===== src/rtl/alu_if.sv =====
// Operand, control and registered result/flag bundle for the ALU.
// The master drives operands and the op select; the slave returns the result and flags.
interface alu_if #(
    parameter int WIDTH = 32
);
    logic [WIDTH-1:0] SrcA;
    logic [WIDTH-1:0] SrcB;
    logic [3:0]       ALUControl;
    logic [WIDTH-1:0] ALUResult;
    logic             Zero;
    logic             Negative;
    logic             Carry;
    logic             Overflow;

    modport master (
        output SrcA, SrcB, ALUControl,
        input  ALUResult, Zero, Negative, Carry, Overflow
    );

    modport slave (
        input  SrcA, SrcB, ALUControl,
        output ALUResult, Zero, Negative, Carry, Overflow
    );
endinterface


===== src/rtl/alu.sv =====
// Single-cycle-latency ALU: result and flags are computed combinationally
// from the current operands and registered on every rising clock edge.
module alu #(
    parameter int WIDTH = 32
) (
    input  logic  clk,
    input  logic  rst_n,
    alu_if.slave  bus
);
    localparam int MSB = WIDTH - 1;

    typedef enum logic [3:0] {
        OP_ADD  = 4'b0000,
        OP_SUB  = 4'b0001,
        OP_AND  = 4'b0010,
        OP_OR   = 4'b0011,
        OP_SLT  = 4'b0101,
        OP_XOR  = 4'b0111,
        OP_SRA  = 4'b1000,
        OP_SRL  = 4'b1001,
        OP_SLL  = 4'b1010,
        OP_SLTU = 4'b1011
    } op_e;

    op_e              op;
    logic [WIDTH-1:0] a;
    logic [WIDTH-1:0] b;
    logic [4:0]       shamt;
    logic [WIDTH:0]   sum_ext;
    logic [WIDTH:0]   diff_ext;
    logic             slt;
    logic             sltu;

    logic [WIDTH-1:0] res_d;
    logic             carry_d;
    logic             ovf_d;

    assign op    = op_e'(bus.ALUControl);
    assign a     = bus.SrcA;
    assign b     = bus.SrcB;
    assign shamt = b[4:0];

    // Subtraction as A + ~B + 1 so the top bit is the "no borrow" carry.
    assign sum_ext  = {1'b0, a} + {1'b0, b};
    assign diff_ext = {1'b0, a} + {1'b0, ~b} + (WIDTH + 1)'(1);

    // Mixed signs decide SLT directly; otherwise the difference cannot overflow.
    assign slt  = (a[MSB] ^ b[MSB]) ? a[MSB] : diff_ext[MSB];
    assign sltu = ~diff_ext[WIDTH];

    always_comb begin
        res_d   = '0;
        carry_d = 1'b0;
        ovf_d   = 1'b0;
        case (op)
            OP_ADD: begin
                res_d   = sum_ext[MSB:0];
                carry_d = sum_ext[WIDTH];
                ovf_d   = (a[MSB] == b[MSB]) && (sum_ext[MSB] != a[MSB]);
            end
            OP_SUB: begin
                res_d   = diff_ext[MSB:0];
                carry_d = diff_ext[WIDTH];
                ovf_d   = (a[MSB] != b[MSB]) && (diff_ext[MSB] != a[MSB]);
            end
            OP_AND:  res_d = a & b;
            OP_OR:   res_d = a | b;
            OP_XOR:  res_d = a ^ b;
            OP_SLT:  res_d = {{(WIDTH - 1){1'b0}}, slt};
            OP_SLTU: res_d = {{(WIDTH - 1){1'b0}}, sltu};
            OP_SRA:  res_d = $unsigned($signed(a) >>> shamt);
            OP_SRL:  res_d = a >> shamt;
            OP_SLL:  res_d = a << shamt;
            default: res_d = '0;
        endcase
    end

    always_ff @(posedge clk or negedge rst_n) begin
        if (!rst_n) begin
            bus.ALUResult <= '0;
            bus.Zero      <= 1'b1;
            bus.Negative  <= 1'b0;
            bus.Carry     <= 1'b0;
            bus.Overflow  <= 1'b0;
        end else begin
            bus.ALUResult <= res_d;
            bus.Zero      <= (res_d == '0);
            bus.Negative  <= res_d[MSB];
            bus.Carry     <= carry_d;
            bus.Overflow  <= ovf_d;
        end
    end
endmodule


===== src/flat_wrapper.sv =====
// flat-port wrapper written by rule: the top's interface ports become plain ports
module alu_flat 
#(
    parameter int WIDTH = 32
)
  (clk, rst_n, bus_SrcA, bus_SrcB, bus_ALUControl, bus_ALUResult, bus_Zero, bus_Negative, bus_Carry, bus_Overflow);
  alu_if #(.WIDTH(WIDTH)) bus_i ();
  input  logic clk;
  input  logic rst_n;
  input wire logic [$bits(bus_i.SrcA)-1:0] bus_SrcA;
  input wire logic [$bits(bus_i.SrcB)-1:0] bus_SrcB;
  input wire logic [$bits(bus_i.ALUControl)-1:0] bus_ALUControl;
  output wire logic [$bits(bus_i.ALUResult)-1:0] bus_ALUResult;
  output wire logic [$bits(bus_i.Zero)-1:0] bus_Zero;
  output wire logic [$bits(bus_i.Negative)-1:0] bus_Negative;
  output wire logic [$bits(bus_i.Carry)-1:0] bus_Carry;
  output wire logic [$bits(bus_i.Overflow)-1:0] bus_Overflow;
  assign bus_i.SrcA = bus_SrcA;
  assign bus_i.SrcB = bus_SrcB;
  assign bus_i.ALUControl = bus_ALUControl;
  assign bus_ALUResult = bus_i.ALUResult;
  assign bus_Zero = bus_i.Zero;
  assign bus_Negative = bus_i.Negative;
  assign bus_Carry = bus_i.Carry;
  assign bus_Overflow = bus_i.Overflow;
  alu #(.WIDTH(WIDTH)) u_core (.clk(clk), .rst_n(rst_n), .bus(bus_i));
endmodule

===== config.mk =====
export PLATFORM = sky130hd
export DESIGN_NAME = alu_flat
export DESIGN_NICKNAME = d
export VERILOG_FILES = /design/src/rtl/alu_if.sv /design/src/rtl/alu.sv /design/src/flat_wrapper.sv
export SDC_FILE = /design/constraint.sdc
export NUM_CORES = 1
export LEC_CHECK = 0
export BUFFER_PORTS_ARGS = -buffer_cell sky130_fd_sc_hd__buf_2
export CAP_MARGIN = 20
export CORE_MARGIN = 5
export CORE_UTILIZATION = 60
export DETAILED_ROUTE_END_ITERATION = 6
export PLACE_DENSITY = 0.81
export SLEW_MARGIN = 15
export SYNTH_ARGS = -nofsm -noshare
export SYNTH_HDL_FRONTEND = slang
export SYNTH_SLANG_ARGS = --single-unit

===== constraint.sdc =====
create_clock -name clk -period 0.9 [get_ports clk]
set_input_delay 0.18 -clock clk [delete_from_list [all_inputs] [get_ports clk]]
set_output_delay 0.18 -clock clk [all_outputs]
set_load 0.005 [all_outputs]

==> results.ini, run 1 <==
[status]
failed_stage=4_1_cts
firstError=[ERROR DPL-0033] detailed placement checks failed during check placement.
outcome=did not finish

[placed_design]
place_inst=2212
io_buffers=105
gp_congestion=1.23
hpwl_um=47000

[synth]
syn_avg_cell_area_um2=7.30
yosys_warnings=0
yosys_most_used_dff=dfrtp_1
seq_area_frac_synth_pct=8.32
synthCells=1444
synth_seq_cells=35
synth_area_mm2=0.0105
synth_edf_count=0
async_reset_ff_share_pct=100
syn_nets=1620
synth_cell_types=89

[cts]
post_cts_resized=238
postCtsHoldBufs=1
numClockSinks=35
cts_made_buffers=5
htree_levels=2
root_buffer=clkbuf_16
cts_buffer_depth=2
post_cts.repair.setup_buffers=58

[die]
num_rows=48
ios=106
dieHeight_um=143
initial_core_util_pct=61.0
die_x_um=143

per-stage QoR:
step / setup TNS [ns] / area, µm² / setup slack [ns] / hold slack [ns]
after global placement: -77.07 / 15300 / -3.32 / 0.156
after detailed placement: -82.61 / 15300 / -3.64 / 0.168
after floorplan: -55.87 / 11000 / -3.04 / -0.116
cells by family after synthesis:
kind of cell / synth area share, %
AO/OA/AOI/OAI: 31.9
AND/OR/NAND/NOR: 21.7
buffers and inverters: 8.60
multiplexers: 15.3
adder cells (fa/ha/maj): 12.8
flip-flops: 8.32
XOR/XNOR: 1.33
synth_stat cells (9+ instances only):
cell type	n	area share, %
a211oi_1	27	1.9
a21o_1	17	1.2
a21oi_1	104	4.9
a221oi_1	16	1.3
a22oi_1	15	1.1
a31oi_1	20	1.2
and2_1	10	0.59
buf_1	11	0.39
buf_2	11	0.52
buf_6	10	1.1
clkbuf_1	71	2.5
dfrtp_1	34	8.1
ha_1	103	12
inv_1	100	3.6
mux2_2	30	3.2
mux2i_1	54	5.1
mux4_2	30	6.4
nand2_1	142	5.1
nand2b_1	13	0.77
nand3_1	40	1.9
nand4_1	19	1.1
nor2_1	114	4.1
nor2b_1	18	1.1
nor3_1	30	1.4
nor4_1	13	0.77
o211ai_1	25	1.8
o21ai_0	87	4.1
o21bai_1	11	0.78
o221ai_1	12	1.0
o22ai_1	20	1.2
o31ai_1	20	1.4
or2_2	9	0.53
or3_1	13	0.77
xnor2_1	15	1.2
==> inputs of run 2 (changes only) <==
--- a/config.mk
+++ b/config.mk
@@ -8,9 +8,9 @@
 export BUFFER_PORTS_ARGS = -buffer_cell sky130_fd_sc_hd__buf_2
 export CAP_MARGIN = 20
 export CORE_MARGIN = 5
-export CORE_UTILIZATION = 60
+export CORE_UTILIZATION = 40
 export DETAILED_ROUTE_END_ITERATION = 6
-export PLACE_DENSITY = 0.81
+export PLACE_DENSITY_LB_ADDON = 0.15
 export SLEW_MARGIN = 15
 export SYNTH_ARGS = -nofsm -noshare
 export SYNTH_HDL_FRONTEND = slang
==> run 2 against run 1 <==
Compared with the run above: synthesized area unchanged; synthesized cell count unchanged; the flow now finishes, with violations (negative setup slack).
==> results.ini, run 2 <==
[die]
core-area_mm2=0.0260
die_x_um=172  ; was 143 µm
die_area_mm2=0.0297
dieHeight_um=172  ; was 143 µm
ios=106  ; unchanged
num_rows=59  ; was 48
initial_core_util_pct=40.6  ; was 61.0%

[synth]
yosysMostFrequentCell=nand2_1  ; unchanged
yosys_most_used_dff=dfrtp_1  ; unchanged
synth_area_leaders=ha_1 12%, dfrtp_1 8.1%, mux4_2 6.4%  ; unchanged
yosys_warnings=0  ; unchanged
synth_area_mm2=0.0105  ; unchanged
synth_top_area_share_pct=12.2  ; unchanged
synth_common_cells=142 x nand2_1, 114 x nor2_1, 104 x a21oi_1, 103 x ha_1, 100 x inv_1  ; unchanged
synth_edf_count=0  ; unchanged
async_reset_ff_share_pct=100  ; unchanged
yosysTopAreaCell=ha_1  ; unchanged
seq_area_frac_synth_pct=8.32  ; unchanged
synth_cell_types=89  ; unchanged
syn_nets=1620  ; unchanged
syn_avg_cell_area_um2=7.30  ; unchanged
synth_seq_cells=35  ; unchanged
synthCells=1444  ; unchanged

[timing]
report.final.slew_viol_count=0
hold_slack_ns=0.409
setup_slack_ns=-2.79
slew_headroom_pct=50.7
worst_pin_slew_ns=0.731
rsz0062_at_grt=yes
hold_viol=0
fin_crit_ns=3.69
fin_crit_sh_pct=410
finalSetupViolCount=71
timing.fmax_mhz=271

[placed_design]
hpwl_um=50700  ; was 47000 µm
place_inst=2431  ; was 2212
gp_congestion=1.04  ; was 1.23
io_buffers=105  ; unchanged
post-place-ws_ns=-3.40  ; was -3.64 ns

[detailed_routing]
ant_nets=0
num_vias=15800
drc=0
viasPerCell=6.32
wl_per_cell_um=26.4
wl_um=66100
first_pass_iters=6
drtIter0Drc=1931

[critical_path]
required_ns=1.11
crit_type=in2reg
slowest_stage=or4_4
cp.arrival_ns=3.90
critPathTopFamily=simple AND/OR/NAND/NOR gates
crit_buf_inv=5
cpMostUsedCell=buf_12
cp-start-kind=input pin
worstPathCellList=buf_12 > buf_8 > buf_12 > ha_4 > inv_2 > fa_2 > or2_4 > a311oi_2 > o31a_1 > nand4_1 > or3_1 > or4_4 > nor4_2 > buf_4 > and4b_1 > nand4bb_1 > nor4b_2
critPathMaxStageDelay_ns=0.47
path_depth=17
critPathCaptureType=register
worstPathMaxFanout=3

[layout]
layoutNonFillerInstCount=2502
largest_register_ffs=32
nets=2342
final_util_pct=73.3
num_antenna_cells=0
syn2layout_area_growth_pct=80.7
largest-register=u_core.bus.ALUResult
drive_gt1_share_pct=54.5
final_common_cell=buf_4
mostFrequentLayoutCells=635 x buf_4, 136 x nand2_1, 106 x nor2_1

[cts]
cts_made_buffers=5  ; unchanged
htree_levels=2  ; unchanged
path_clk_slew_ns=0.07
numClockSinks=35  ; unchanged
cts_buffer_depth=2  ; unchanged
root_buffer=clkbuf_16  ; unchanged
cts_tree=done

[flow_run]
cap_violations=0

[min_path]
hold_path.class=in2async

[global_routing]
grt_pass1_vias=15200
grt_usage_pct=41.8
grt_start_max_net_pins=39
grt_overflow=0
grt_pass1_wl_um=94300
antenna_found_initial=1

[power]
leakagePower_nw=8.80
p_per_area_mw_per_mm2=861
ir_drop_mv=0.722

[status]
violations=negative setup slack
outcome=finished, violations left  ; was did not finish

run 2: cell counts after synthesis:
No cell type changed its count.
run 2: cells by family after synthesis:
| group | share of synthesized area (%) |
|---|---|
| flops | 8.32 |
| fa+ha+maj | 12.8 |
| simple gates | 21.7 |
| compound gates | 31.9 |
| buf+inv | 8.60 |
| mux | 15.3 |
| xor+xnor | 1.33 |
run 2: final cells by class:
class,instances,area (µm²)
multi-input combinational,1196,10600
inverter,105,442
clock buffer,5,125
sequential,35,877
clock inverter,3,43.8
tap,335,419
timing repair buffer,823,6580
fill,2031,6930
run 2: repair_timing:
action	CTS	global route
resized for setup	325	128
pin swaps	100	51
buffers inserted	52	28
hold buffers	1	0
hold endpoints to repair	34	0
gates cloned	3	0
endpoints found under the setup margin	71	71
run 2: routing by layer:
| metal | up-vias | track usage (%) | share of wire, % |
|---|---|---|---|
| li1 | 6877 | - | - |
| met1 | 7551 | 55.3 | 39 |
| met2 | 1090 | 66.2 | 44 |
| met3 | 288 | 6.72 | 10 |
| met4 | 0 | 20.7 | 6.6 |
| met5 | - | 0 | 0 |
run 2: worst max path at each step:
stage / from / slack (ns) / endpoint
finish: bus_SrcB[0] / -2.79 / u_core.bus.Zero
global route: bus_SrcA[17] / -2.95 / u_core.bus.Zero
CTS: bus_SrcA[1] / -2.87 / u_core.bus.Zero
detailed placement: bus_SrcB[1] / -3.40 / u_core.bus.Zero
global placement: bus_SrcB[1] / -3.30 / u_core.bus.Zero
floorplan: bus_SrcB[2] / -3.04 / u_core.bus.Zero
run 2: report_power, final:
group | total (mW) | switching, mW | internal, mW | leakage, nW
Sequential | 1.82 | 0.0514 | 1.77 | 0.443
Clock | 2.13 | 0.824 | 1.31 | 0.0838
Combinational | 12.4 | 6.42 | 6.03 | 8.27
Total | 16.4 | 7.29 | 9.11 | 8.80
run 2: through the flow:
stage	area, µm²	power [mW]	TNS [ns]
after global placement	16300	11.8	-79.93
after global routing	19100	17.0	-68.04
after detailed placement	16300	11.8	-80.94
after floorplan	11000	6.43	-55.87
final	19100	16.4	-65.86
after CTS	18400	15.4	-63.23
(Power assumes the default switching activity.)
